File: config.mk
export PLATFORM = sky130hd
export DESIGN_NAME = bufmem_arbiter_flat
export DESIGN_NICKNAME = d
export VERILOG_FILES = /design/src/rtl/bufmem_arbiter_pkg.sv /design/src/rtl/bufmem_arbiter_if.sv /design/src/rtl/bufmem_arbiter.sv /design/src/flat_wrapper.sv
export SDC_FILE = /design/constraint.sdc
export NUM_CORES = 1
export LEC_CHECK = 0
export BUFFER_PORTS_ARGS = -buffer_cell sky130_fd_sc_hd__buf_2
export CORE_AREA = 3 3 63 65
export CTS_CLUSTER_DIAMETER = 100
export DETAILED_ROUTE_END_ITERATION = 8
export DIE_AREA = 0 0 66 68
export GPL_TIMING_DRIVEN = 0
export PLACE_DENSITY = 0.81
export SLEW_MARGIN = 40
export SYNTH_ARGS = -nofsm -noshare
export SYNTH_HDL_FRONTEND = slang
export SYNTH_SLANG_ARGS = --single-unit
export TNS_END_PERCENT = 10
File: constraint.sdc
create_clock -name clk -period 2.29 [get_ports clk]
set_input_delay 0.3435 -clock clk [delete_from_list [all_inputs] [get_ports clk]]
set_output_delay 0.3435 -clock clk [all_outputs]
set_load 0.005 [all_outputs]
File: src/rtl/bufmem_arbiter_pkg.sv
// Shared floppy-subsystem constants for the sector buffer arbiter:
// buffer owner encoding and DMA lock states.
package bufmem_arbiter_pkg;

  typedef enum logic [1:0] {
    OWN_NONE = 2'd0,
    OWN_WD   = 2'd1,
    OWN_DMA  = 2'd2,
    OWN_CPU  = 2'd3
  } owner_e;

  typedef enum logic {
    LOCK_UNLOCKED = 1'b0,
    LOCK_LOCKED   = 1'b1
  } lock_e;

endpackage

File: src/rtl/bufmem_arbiter_if.sv
// Request/grant/read-return bundle between the three buffer masters
// (WD1793, SPI DMA, 6502) and the sector buffer arbiter.
interface bufmem_arbiter_if #(
  parameter int AW = 10,
  parameter int DW = 8
);

  logic          wd_req;
  logic          wd_wr;
  logic [AW-1:0] wd_addr;
  logic [DW-1:0] wd_wdata;
  logic          wd_gnt;
  logic          wd_rvalid;

  logic          dma_req;
  logic          dma_wr;
  logic          dma_lock;
  logic [AW-1:0] dma_addr;
  logic [DW-1:0] dma_wdata;
  logic          dma_gnt;
  logic          dma_rvalid;

  logic          cpu_req;
  logic          cpu_wr;
  logic [AW-1:0] cpu_addr;
  logic [DW-1:0] cpu_wdata;
  logic          cpu_gnt;
  logic          cpu_rvalid;
  logic          cpu_hold;

  logic [DW-1:0] rdata;

  modport slave (
    input  wd_req, wd_wr, wd_addr, wd_wdata,
    input  dma_req, dma_wr, dma_lock, dma_addr, dma_wdata,
    input  cpu_req, cpu_wr, cpu_addr, cpu_wdata,
    output wd_gnt, wd_rvalid,
    output dma_gnt, dma_rvalid,
    output cpu_gnt, cpu_rvalid, cpu_hold,
    output rdata
  );

  modport master (
    output wd_req, wd_wr, wd_addr, wd_wdata,
    output dma_req, dma_wr, dma_lock, dma_addr, dma_wdata,
    output cpu_req, cpu_wr, cpu_addr, cpu_wdata,
    input  wd_gnt, wd_rvalid,
    input  dma_gnt, dma_rvalid,
    input  cpu_gnt, cpu_rvalid, cpu_hold,
    input  rdata
  );

endinterface

File: src/rtl/bufmem_arbiter.sv
// Single-port sector buffer arbiter: WD1793 has absolute priority, DMA and CPU
// share round-robin with a DMA burst lock and a CPU starvation override.
module bufmem_arbiter
  import bufmem_arbiter_pkg::*;
#(
  parameter int AW           = 10,
  parameter int DW           = 8,
  parameter int STARVE_LIMIT = 8
) (
  input  logic            clk,
  input  logic            reset,
  input  logic            ce,
  bufmem_arbiter_if.slave bus,
  output logic [AW-1:0]   ram_addr,
  output logic [DW-1:0]   ram_data,
  output logic            ram_wren,
  output logic            ram_clken,
  input  logic [DW-1:0]   ram_q,
  output logic [1:0]      owner
);

  localparam logic [7:0] STARVE_MAX = 8'(STARVE_LIMIT);

  owner_e        win;
  owner_e        rr_last;
  owner_e        pend_owner;
  lock_e         lock_st;
  lock_e         lock_nx;
  logic [7:0]    starve_cnt;
  logic          active;
  logic          win_wr;
  logic          rd_issue;
  logic [DW-1:0] rdata_q;

  assign active = ce & ~reset;

  always_comb begin : pick_winner
    win = OWN_NONE;
    if (active) begin
      if (bus.wd_req)
        win = OWN_WD;
      else if (starve_cnt == STARVE_MAX && bus.cpu_req)
        win = OWN_CPU;
      else if (lock_st == LOCK_LOCKED && bus.dma_req)
        win = OWN_DMA;
      else if (bus.dma_req && bus.cpu_req)
        win = (rr_last == OWN_DMA) ? OWN_CPU : OWN_DMA;
      else if (bus.dma_req)
        win = OWN_DMA;
      else if (bus.cpu_req)
        win = OWN_CPU;
    end
  end

  always_comb begin : ram_mux
    ram_addr = '0;
    ram_data = '0;
    win_wr   = 1'b0;
    case (win)
      OWN_WD: begin
        ram_addr = bus.wd_addr;
        ram_data = bus.wd_wdata;
        win_wr   = bus.wd_wr;
      end
      OWN_DMA: begin
        ram_addr = bus.dma_addr;
        ram_data = bus.dma_wdata;
        win_wr   = bus.dma_wr;
      end
      OWN_CPU: begin
        ram_addr = bus.cpu_addr;
        ram_data = bus.cpu_wdata;
        win_wr   = bus.cpu_wr;
      end
      default: ;
    endcase
  end

  assign ram_wren  = win_wr;
  assign ram_clken = (win != OWN_NONE);
  assign rd_issue  = ram_clken & ~win_wr;
  assign owner     = win;

  assign bus.wd_gnt   = (win == OWN_WD);
  assign bus.dma_gnt  = (win == OWN_DMA);
  assign bus.cpu_gnt  = (win == OWN_CPU);
  assign bus.cpu_hold = bus.cpu_req & ~bus.cpu_gnt;

  // Read return is visible only on a live ce cycle, so ce gaps and reset swallow it.
  assign bus.wd_rvalid  = active & (pend_owner == OWN_WD);
  assign bus.dma_rvalid = active & (pend_owner == OWN_DMA);
  assign bus.cpu_rvalid = active & (pend_owner == OWN_CPU);
  assign bus.rdata      = rdata_q;

  always_ff @(posedge clk) begin : lock_reg
    if (reset)
      lock_st <= LOCK_UNLOCKED;
    else if (ce)
      lock_st <= lock_nx;
  end

  always_comb begin : lock_next
    lock_nx = lock_st;
    case (lock_st)
      LOCK_UNLOCKED: if (win == OWN_DMA && bus.dma_lock) lock_nx = LOCK_LOCKED;
      LOCK_LOCKED:   if (!bus.dma_lock || !bus.dma_req) lock_nx = LOCK_UNLOCKED;
      default:       lock_nx = LOCK_UNLOCKED;
    endcase
  end

  // WD grants leave the round-robin flag alone so a WD burst cannot skew DMA/CPU fairness.
  always_ff @(posedge clk) begin : seq_state
    if (reset) begin
      rr_last    <= OWN_CPU;
      starve_cnt <= '0;
      pend_owner <= OWN_NONE;
      rdata_q    <= '0;
    end else if (ce) begin
      if (pend_owner != OWN_NONE)
        rdata_q <= ram_q;
      pend_owner <= rd_issue ? win : OWN_NONE;
      if (win == OWN_DMA || win == OWN_CPU)
        rr_last <= win;
      if (bus.cpu_gnt || !bus.cpu_req)
        starve_cnt <= '0;
      else if (starve_cnt < STARVE_MAX)
        starve_cnt <= starve_cnt + 8'd1;
    end
  end

endmodule

File: src/flat_wrapper.sv
// flat-port wrapper written by rule: the top's interface ports become plain ports
module bufmem_arbiter_flat import bufmem_arbiter_pkg::*;
#(
  parameter int AW           = 10,
  parameter int DW           = 8,
  parameter int STARVE_LIMIT = 8
)
  (clk, reset, ce, ram_addr, ram_data, ram_wren, ram_clken, ram_q, owner, bus_wd_req, bus_wd_wr, bus_wd_addr, bus_wd_wdata, bus_dma_req, bus_dma_wr, bus_dma_lock, bus_dma_addr, bus_dma_wdata, bus_cpu_req, bus_cpu_wr, bus_cpu_addr, bus_cpu_wdata, bus_wd_gnt, bus_wd_rvalid, bus_dma_gnt, bus_dma_rvalid, bus_cpu_gnt, bus_cpu_rvalid, bus_cpu_hold, bus_rdata);
  bufmem_arbiter_if #(.AW(AW), .DW(DW)) bus_i ();
  input  logic clk;
  input  logic reset;
  input  logic ce;
  output logic [AW-1:0] ram_addr;
  output logic [DW-1:0] ram_data;
  output logic ram_wren;
  output logic ram_clken;
  input  logic [DW-1:0] ram_q;
  output logic [1:0] owner;
  input wire logic [$bits(bus_i.wd_req)-1:0] bus_wd_req;
  input wire logic [$bits(bus_i.wd_wr)-1:0] bus_wd_wr;
  input wire logic [$bits(bus_i.wd_addr)-1:0] bus_wd_addr;
  input wire logic [$bits(bus_i.wd_wdata)-1:0] bus_wd_wdata;
  input wire logic [$bits(bus_i.dma_req)-1:0] bus_dma_req;
  input wire logic [$bits(bus_i.dma_wr)-1:0] bus_dma_wr;
  input wire logic [$bits(bus_i.dma_lock)-1:0] bus_dma_lock;
  input wire logic [$bits(bus_i.dma_addr)-1:0] bus_dma_addr;
  input wire logic [$bits(bus_i.dma_wdata)-1:0] bus_dma_wdata;
  input wire logic [$bits(bus_i.cpu_req)-1:0] bus_cpu_req;
  input wire logic [$bits(bus_i.cpu_wr)-1:0] bus_cpu_wr;
  input wire logic [$bits(bus_i.cpu_addr)-1:0] bus_cpu_addr;
  input wire logic [$bits(bus_i.cpu_wdata)-1:0] bus_cpu_wdata;
  output wire logic [$bits(bus_i.wd_gnt)-1:0] bus_wd_gnt;
  output wire logic [$bits(bus_i.wd_rvalid)-1:0] bus_wd_rvalid;
  output wire logic [$bits(bus_i.dma_gnt)-1:0] bus_dma_gnt;
  output wire logic [$bits(bus_i.dma_rvalid)-1:0] bus_dma_rvalid;
  output wire logic [$bits(bus_i.cpu_gnt)-1:0] bus_cpu_gnt;
  output wire logic [$bits(bus_i.cpu_rvalid)-1:0] bus_cpu_rvalid;
  output wire logic [$bits(bus_i.cpu_hold)-1:0] bus_cpu_hold;
  output wire logic [$bits(bus_i.rdata)-1:0] bus_rdata;
  assign bus_i.wd_req = bus_wd_req;
  assign bus_i.wd_wr = bus_wd_wr;
  assign bus_i.wd_addr = bus_wd_addr;
  assign bus_i.wd_wdata = bus_wd_wdata;
  assign bus_i.dma_req = bus_dma_req;
  assign bus_i.dma_wr = bus_dma_wr;
  assign bus_i.dma_lock = bus_dma_lock;
  assign bus_i.dma_addr = bus_dma_addr;
  assign bus_i.dma_wdata = bus_dma_wdata;
  assign bus_i.cpu_req = bus_cpu_req;
  assign bus_i.cpu_wr = bus_cpu_wr;
  assign bus_i.cpu_addr = bus_cpu_addr;
  assign bus_i.cpu_wdata = bus_cpu_wdata;
  assign bus_wd_gnt = bus_i.wd_gnt;
  assign bus_wd_rvalid = bus_i.wd_rvalid;
  assign bus_dma_gnt = bus_i.dma_gnt;
  assign bus_dma_rvalid = bus_i.dma_rvalid;
  assign bus_cpu_gnt = bus_i.cpu_gnt;
  assign bus_cpu_rvalid = bus_i.cpu_rvalid;
  assign bus_cpu_hold = bus_i.cpu_hold;
  assign bus_rdata = bus_i.rdata;
  bufmem_arbiter #(.AW(AW), .DW(DW), .STARVE_LIMIT(STARVE_LIMIT)) u_core (.clk(clk), .reset(reset), .ce(ce), .bus(bus_i), .ram_addr(ram_addr), .ram_data(ram_data), .ram_wren(ram_wren), .ram_clken(ram_clken), .ram_q(ram_q), .owner(owner));
endmodule
After elaboration in Yosys (flattened, before gate mapping)
Cells that the tools add are included.
{"block": "classes", "add_sub_neg": 1, "n_lt_le_gt_ge": 1, "n_eq_ne": 8, "muxes": 17, "bitwise_logic": 10, "reduce_logical": 16}
{"operator": "$pmux W10 S3", "n": 1}
{"operator": "$pmux W8 S3", "n": 1}
{"operator": "$mux W2", "n": 8}
{"operator": "$mux W8", "n": 2}
{"operator": "$eq A2 B2 Y1 const B", "n": 5}
{"operator": "$add A8 B1 Y8 const B", "n": 1}
{"operator": "$eq A8 B4 Y1 const B", "n": 1}
{"operator": "$lt A8 B4 Y1 const B", "n": 1}
{"operator": "$and A1 B1 Y1", "n": 6}
{"operator": "$reduce_and A2 Y1", "n": 3}
{"operator": "$reduce_bool A2 Y1", "n": 3}
{"operator": "$eq A2 B1 Y1 const B", "n": 2}
{"operator": "$logic_and A1 B1 Y1", "n": 4}
{"operator": "$not A1 Y1", "n": 4}
{"operator": "$logic_not A1 Y1", "n": 3}
{"operator": "$logic_or A1 B1 Y1", "n": 3}
{"operator": "$mux W1", "n": 3}
{"operator": "$pmux W1 S3", "n": 1}
{"operator": "$pmux W1 S2", "n": 1}
{"block": "totals", "reg_bits": 21, "inputBits": 72, "out_inout_bits": 37, "wordCells": 58}

Logic depth before layout (Yosys ltp)
{"block": "depth", "ltp_word": 12, "mapped_depth": 8, "depth_no_buf": 7}

Worst setup path before layout
Ideal clock, no wire load.
{"block": "synth_path", "path_kind": "register -> output", "start": "register u_core.starve_cnt[4]", "end": "output port ram_addr[2]", "t_arrival_ns": 1.832, "t_required_ns": 1.947, "path_slack_ns": 0.114, "path_stages_with_launch": 7, "n_path_buf": 1, "path_cell_list": "dfxtp_1 -> or4_4 -> o311ai_4 -> nand2_4 -> buf_6 -> mux2i_1 -> o21ai_1"}
{"block": "synth_between", "elab_chain_len": 7, "elab_cells_between_ends": 9, "classes_between": "4 x eq/ne; 4 x mux; 1 x reduce/logical"}
{"item": "start: declaration", "line": "bufmem_arbiter.sv:29", "rtl": "logic [7:0] starve_cnt;"}
{"item": "start signal: assignment", "line": "bufmem_arbiter.sv:127", "rtl": "starve_cnt <= starve_cnt + 8'd1;"}
{"item": "$eq A8 B4 Y1 *", "line": "bufmem_arbiter.sv:42", "rtl": "else if (starve_cnt == STARVE_MAX && bus.cpu_req)"}
{"item": "$logic_and A1 B1 Y1 *", "line": "bufmem_arbiter.sv:42"}
{"item": "$mux W2 *", "line": "bufmem_arbiter.sv:42"}
{"item": "$mux W2 *", "line": "bufmem_arbiter.sv:40", "rtl": "if (bus.wd_req)"}
{"item": "$mux W2 *", "line": "bufmem_arbiter.sv:39", "rtl": "if (active) begin"}
{"item": "$eq A2 B2 Y1 or $eq A2 B1 Y1 (tied branches)", "line": "bufmem_arbiter.sv:59", "rtl": "case (win)"}
{"item": "$pmux W10 S3 *", "line": "bufmem_arbiter.sv:59"}
{"item": "end: declaration", "line": "flat_wrapper.sv:13", "rtl": "output logic [AW-1:0] ram_addr;"}
Mark *: on every way between the ends. The rest lies on a longest branch, timed or not.

Worst setup path after layout
Same ends and word-level chain as after synthesis.

==> impl_metrics.tcl <==
set metrics [dict create \
    yosysWarnings 0 \
    dieArea_um2 4488 \
    crit_path_max_fanout 10 \
    diodes 0 \
    slew_viol_final 0 \
    ys_types 35 \
    rsz0062_at_grt "true" \
    antenna_left 0 \
    die_h_um 68 \
    layout-drive-gt1-share_pct 44.17 \
    synth_top_area_share_pct 31.34 \
    syn-num-nets 243 \
    nets 358 \
    cts.sinks 21 \
    wire_per_inst_um 12.72 \
    r2r_start "u_core.starve_cnt[0]$_SDFFE_PP0P_" \
    ys_top_cells_by_count "mux2i_1 (27), nand2_1 (25), dfxtp_1 (21), nor2_1 (18), o21ai_0 (12)" \
    htreeDepth 1 \
    synth.avg_cell_area_um2 7.937 \
    yosysMostFrequentCell "mux2i_1" \
    place.gp.congestion 0.7548 \
    synth.area.top_cells "dfxtp_1 (31%), mux2i_1 (20%), nand2_1 (7.0%), nor2_1 (5.0%), o21ai_0 (4.5%)" \
    setup_ws_ns -0.2318 \
    synth_edf_count 0 \
    wirelength_um 4186 \
    multi_input_area_um2 859.6 \
    pre_cts_ws_ns -0.1632 \
    final_core_util_pct 58.95 \
    via_per_inst 4.821 \
    path_class "reg -> out" \
    clk_latency_ns 0.29 \
    ctsHoldBuffers 0 \
    worstRegToRegCells 8 \
    grt_pass1_wl_um 6382 \
    num_io_pins 109 \
    root_buffer "clkbuf_4" \
    crit_path_end "ram_addr[2]" \
    overflow 0 \
    grt_max_degree 13 \
    hpwl_um 3481 \
    setup_viol 21 \
    post-place-cells 320 \
    critPathLaunch "u_core.starve_cnt[4]$_SDFFE_PP0P_" \
    critPathRequiredTime_ns 1.95 \
    area_growth_pct 48.97 \
    groute.usage.overall_pct 17.87 \
    grt_pass1_vias 1432 \
    row_count 21 \
    critPathCaptureType "output port" \
    cp.arrival_ns 2.18 \
    p_total_mw 0.7829 \
    r2r_slack_ns 0.39 \
    syn-instance-count 169 \
    ys_seq_area_share_pct 31.34 \
    hold_violations 0 \
    ys.flop_type "dfxtp_1" \
    period_needed_ns 2.522 \
    period_share_pct 110.1 \
    cp-start-kind "register" \
    violations "negative setup slack" \
    tightestPinTransition_ns 0.5493 \
    rr_endpoint "u_core.starve_cnt[1]$_SDFFE_PP0P_" \
    cts_tree "built" \
    synth_area_um2 1341 \
    die_x_um 66 \
    ys_ff_latch 21 \
    vias 1586 \
    drc_errors 0 \
    tritoncts.num_buffers 3 \
    synth_largest_area_cell "dfxtp_1" \
    drtIter0Drc 56 \
    portBuffers 105 \
    seq_area_um2 421.7 \
    maxCapViolCount 0 \
    hold_class "in -> reg" \
    cts.path.max_buffers 2 \
    fin_skew_ns 0.002281 \
    irDropWorstVdd_mv 0.3134 \
    pwr_density_cell_nw_per_um2 391.8 \
    clk_pin_slew_ns 0.11 \
    num-fill-cells 308 \
    design.core.area_um2 3390 \
    dr.pass1.iters 4 \
    antenna_found_initial 0 \
    max_freq_ghz 0.3965 \
    status "complete, but fails checks" \
    layoutNonFillerInstCount 329 \
    ys_async_sr_fraction_pct 0 \
    start_util_pct 39.57 \
    total_leakage_power_nw 1.146 \
    maxSlewHeadroom_pct 63.00 \
]
-- area by class of cell --
class	instances	share of cell area, %
multi-input combinational	132	43.02
timing repair buffer	110	28.18
sequential	21	21.10
tap	46	2.880
buffer	9	2.129
inverter	7	1.315
clock buffer	3	1.127
clock inverter	1	0.2505
-- placed cells by master, fill, tap and decap left out, types with 2 or more instances in the layout --
cell type	synthesis	routed
nor3b_1	3	3
nand2_1	25	25
dfxtp_1	21	20
ha_1	2	2
nor3_1	2	2
nand2b_1	3	3
buf_4	0	5
or2_2	2	2
o21ai_0	12	5
o21ai_1	11	17
mux2i_1	27	26
inv_1	7	7
a21oi_1	5	5
clkbuf_4	0	3
and2_1	4	4
clkbuf_1	7	7
nor2_1	18	18
buf_2	1	106
-- where the power goes --
group / total (mW) / internal (mW) / leakage, nW / switching, mW
Combinational: 0.228 / 0.121 / 0.957 / 0.107
Clock: 0.171 / 0.0649 / 0.0177 / 0.106
Sequential: 0.384 / 0.377 / 0.171 / 0.00714
Total: 0.783 / 0.563 / 1.15 / 0.220
-- metal layers --
| metal | track usage [%] | wire length (µm) |
|---|---|---|
| met1 | 17.79 | 1485 |
| met2 | 36.92 | 2209 |
| met3 | 4.269 | 456 |
| met4 | 4.061 | 35 |
| met5 | 0 | 0 |
-- kinds of logic after synthesis --
group,after synthesis,share of synthesized area (%)
simple gates,64,22.76
compound gates,37,17.45
xor+xnor,2,1.306
buf+inv,16,5.131
flops,21,31.34
mux,27,20.15
fa+ha+maj,2,1.865
-- registers in the layout, indices dropped and copies added, names as in the netlist --
signal and flops:
u_core.bus.rdata 8, u_core.starve_cnt 8, u_core.pend_owner 2, u_core.rr_last 2, u_core.lock_st 1
-- what timing repair did --
action	CTS	global route
endpoints found under the setup margin	22	23
setup buffers	4	1
pin swaps	2	0
gates cloned	0	0
resized for setup	1	8
-- worst min-delay path by stage --
stage	from	depth (start not counted)	to	slack, ns
2_1_floorplan	u_core.rr_last[1]$_SDFFE_PP1P_	1	u_core.rr_last[1]$_SDFFE_PP1P_	0.41
3_3_place_gp	u_core.rr_last[1]$_SDFFE_PP1P_	1	u_core.rr_last[1]$_SDFFE_PP1P_	0.43
3_5_place_dp	u_core.rr_last[1]$_SDFFE_PP1P_	1	u_core.rr_last[1]$_SDFFE_PP1P_	0.43
4_1_cts	ram_q[4]	3	u_core.bus.rdata[4]$_SDFFE_PP0P_	0.26
5_1_grt	ram_q[4]	3	u_core.bus.rdata[4]$_SDFFE_PP0P_	0.26
6_report	ram_q[6]	3	u_core.bus.rdata[6]$_SDFFE_PP0P_	0.27
-- critical path, stage by stage (launching register included) --
cell and delay [ns]:
dfxtp_2 0.35, or4_4 0.56, o311ai_4 0.30, nand2_4 0.11, buf_6 0.17, mux2i_1 0.17, o21ai_1 0.08, buf_2 0.15
-- through the flow --
stage | setup TNS [ns] | hold slack, ns | instance area, µm²
6_report | -4.053 | 0.2731 | 1998
5_1_grt | -6.500 | 0.2596 | 1998
4_1_cts | -4.508 | 0.2642 | 1987
3_5_place_dp | -1.382 | 0.4321 | 1928
3_3_place_gp | -1.153 | 0.4263 | 1924
2_1_floorplan | 0 | 0.4073 | 1341
Note: power is estimated with default switching activity, not from simulation.
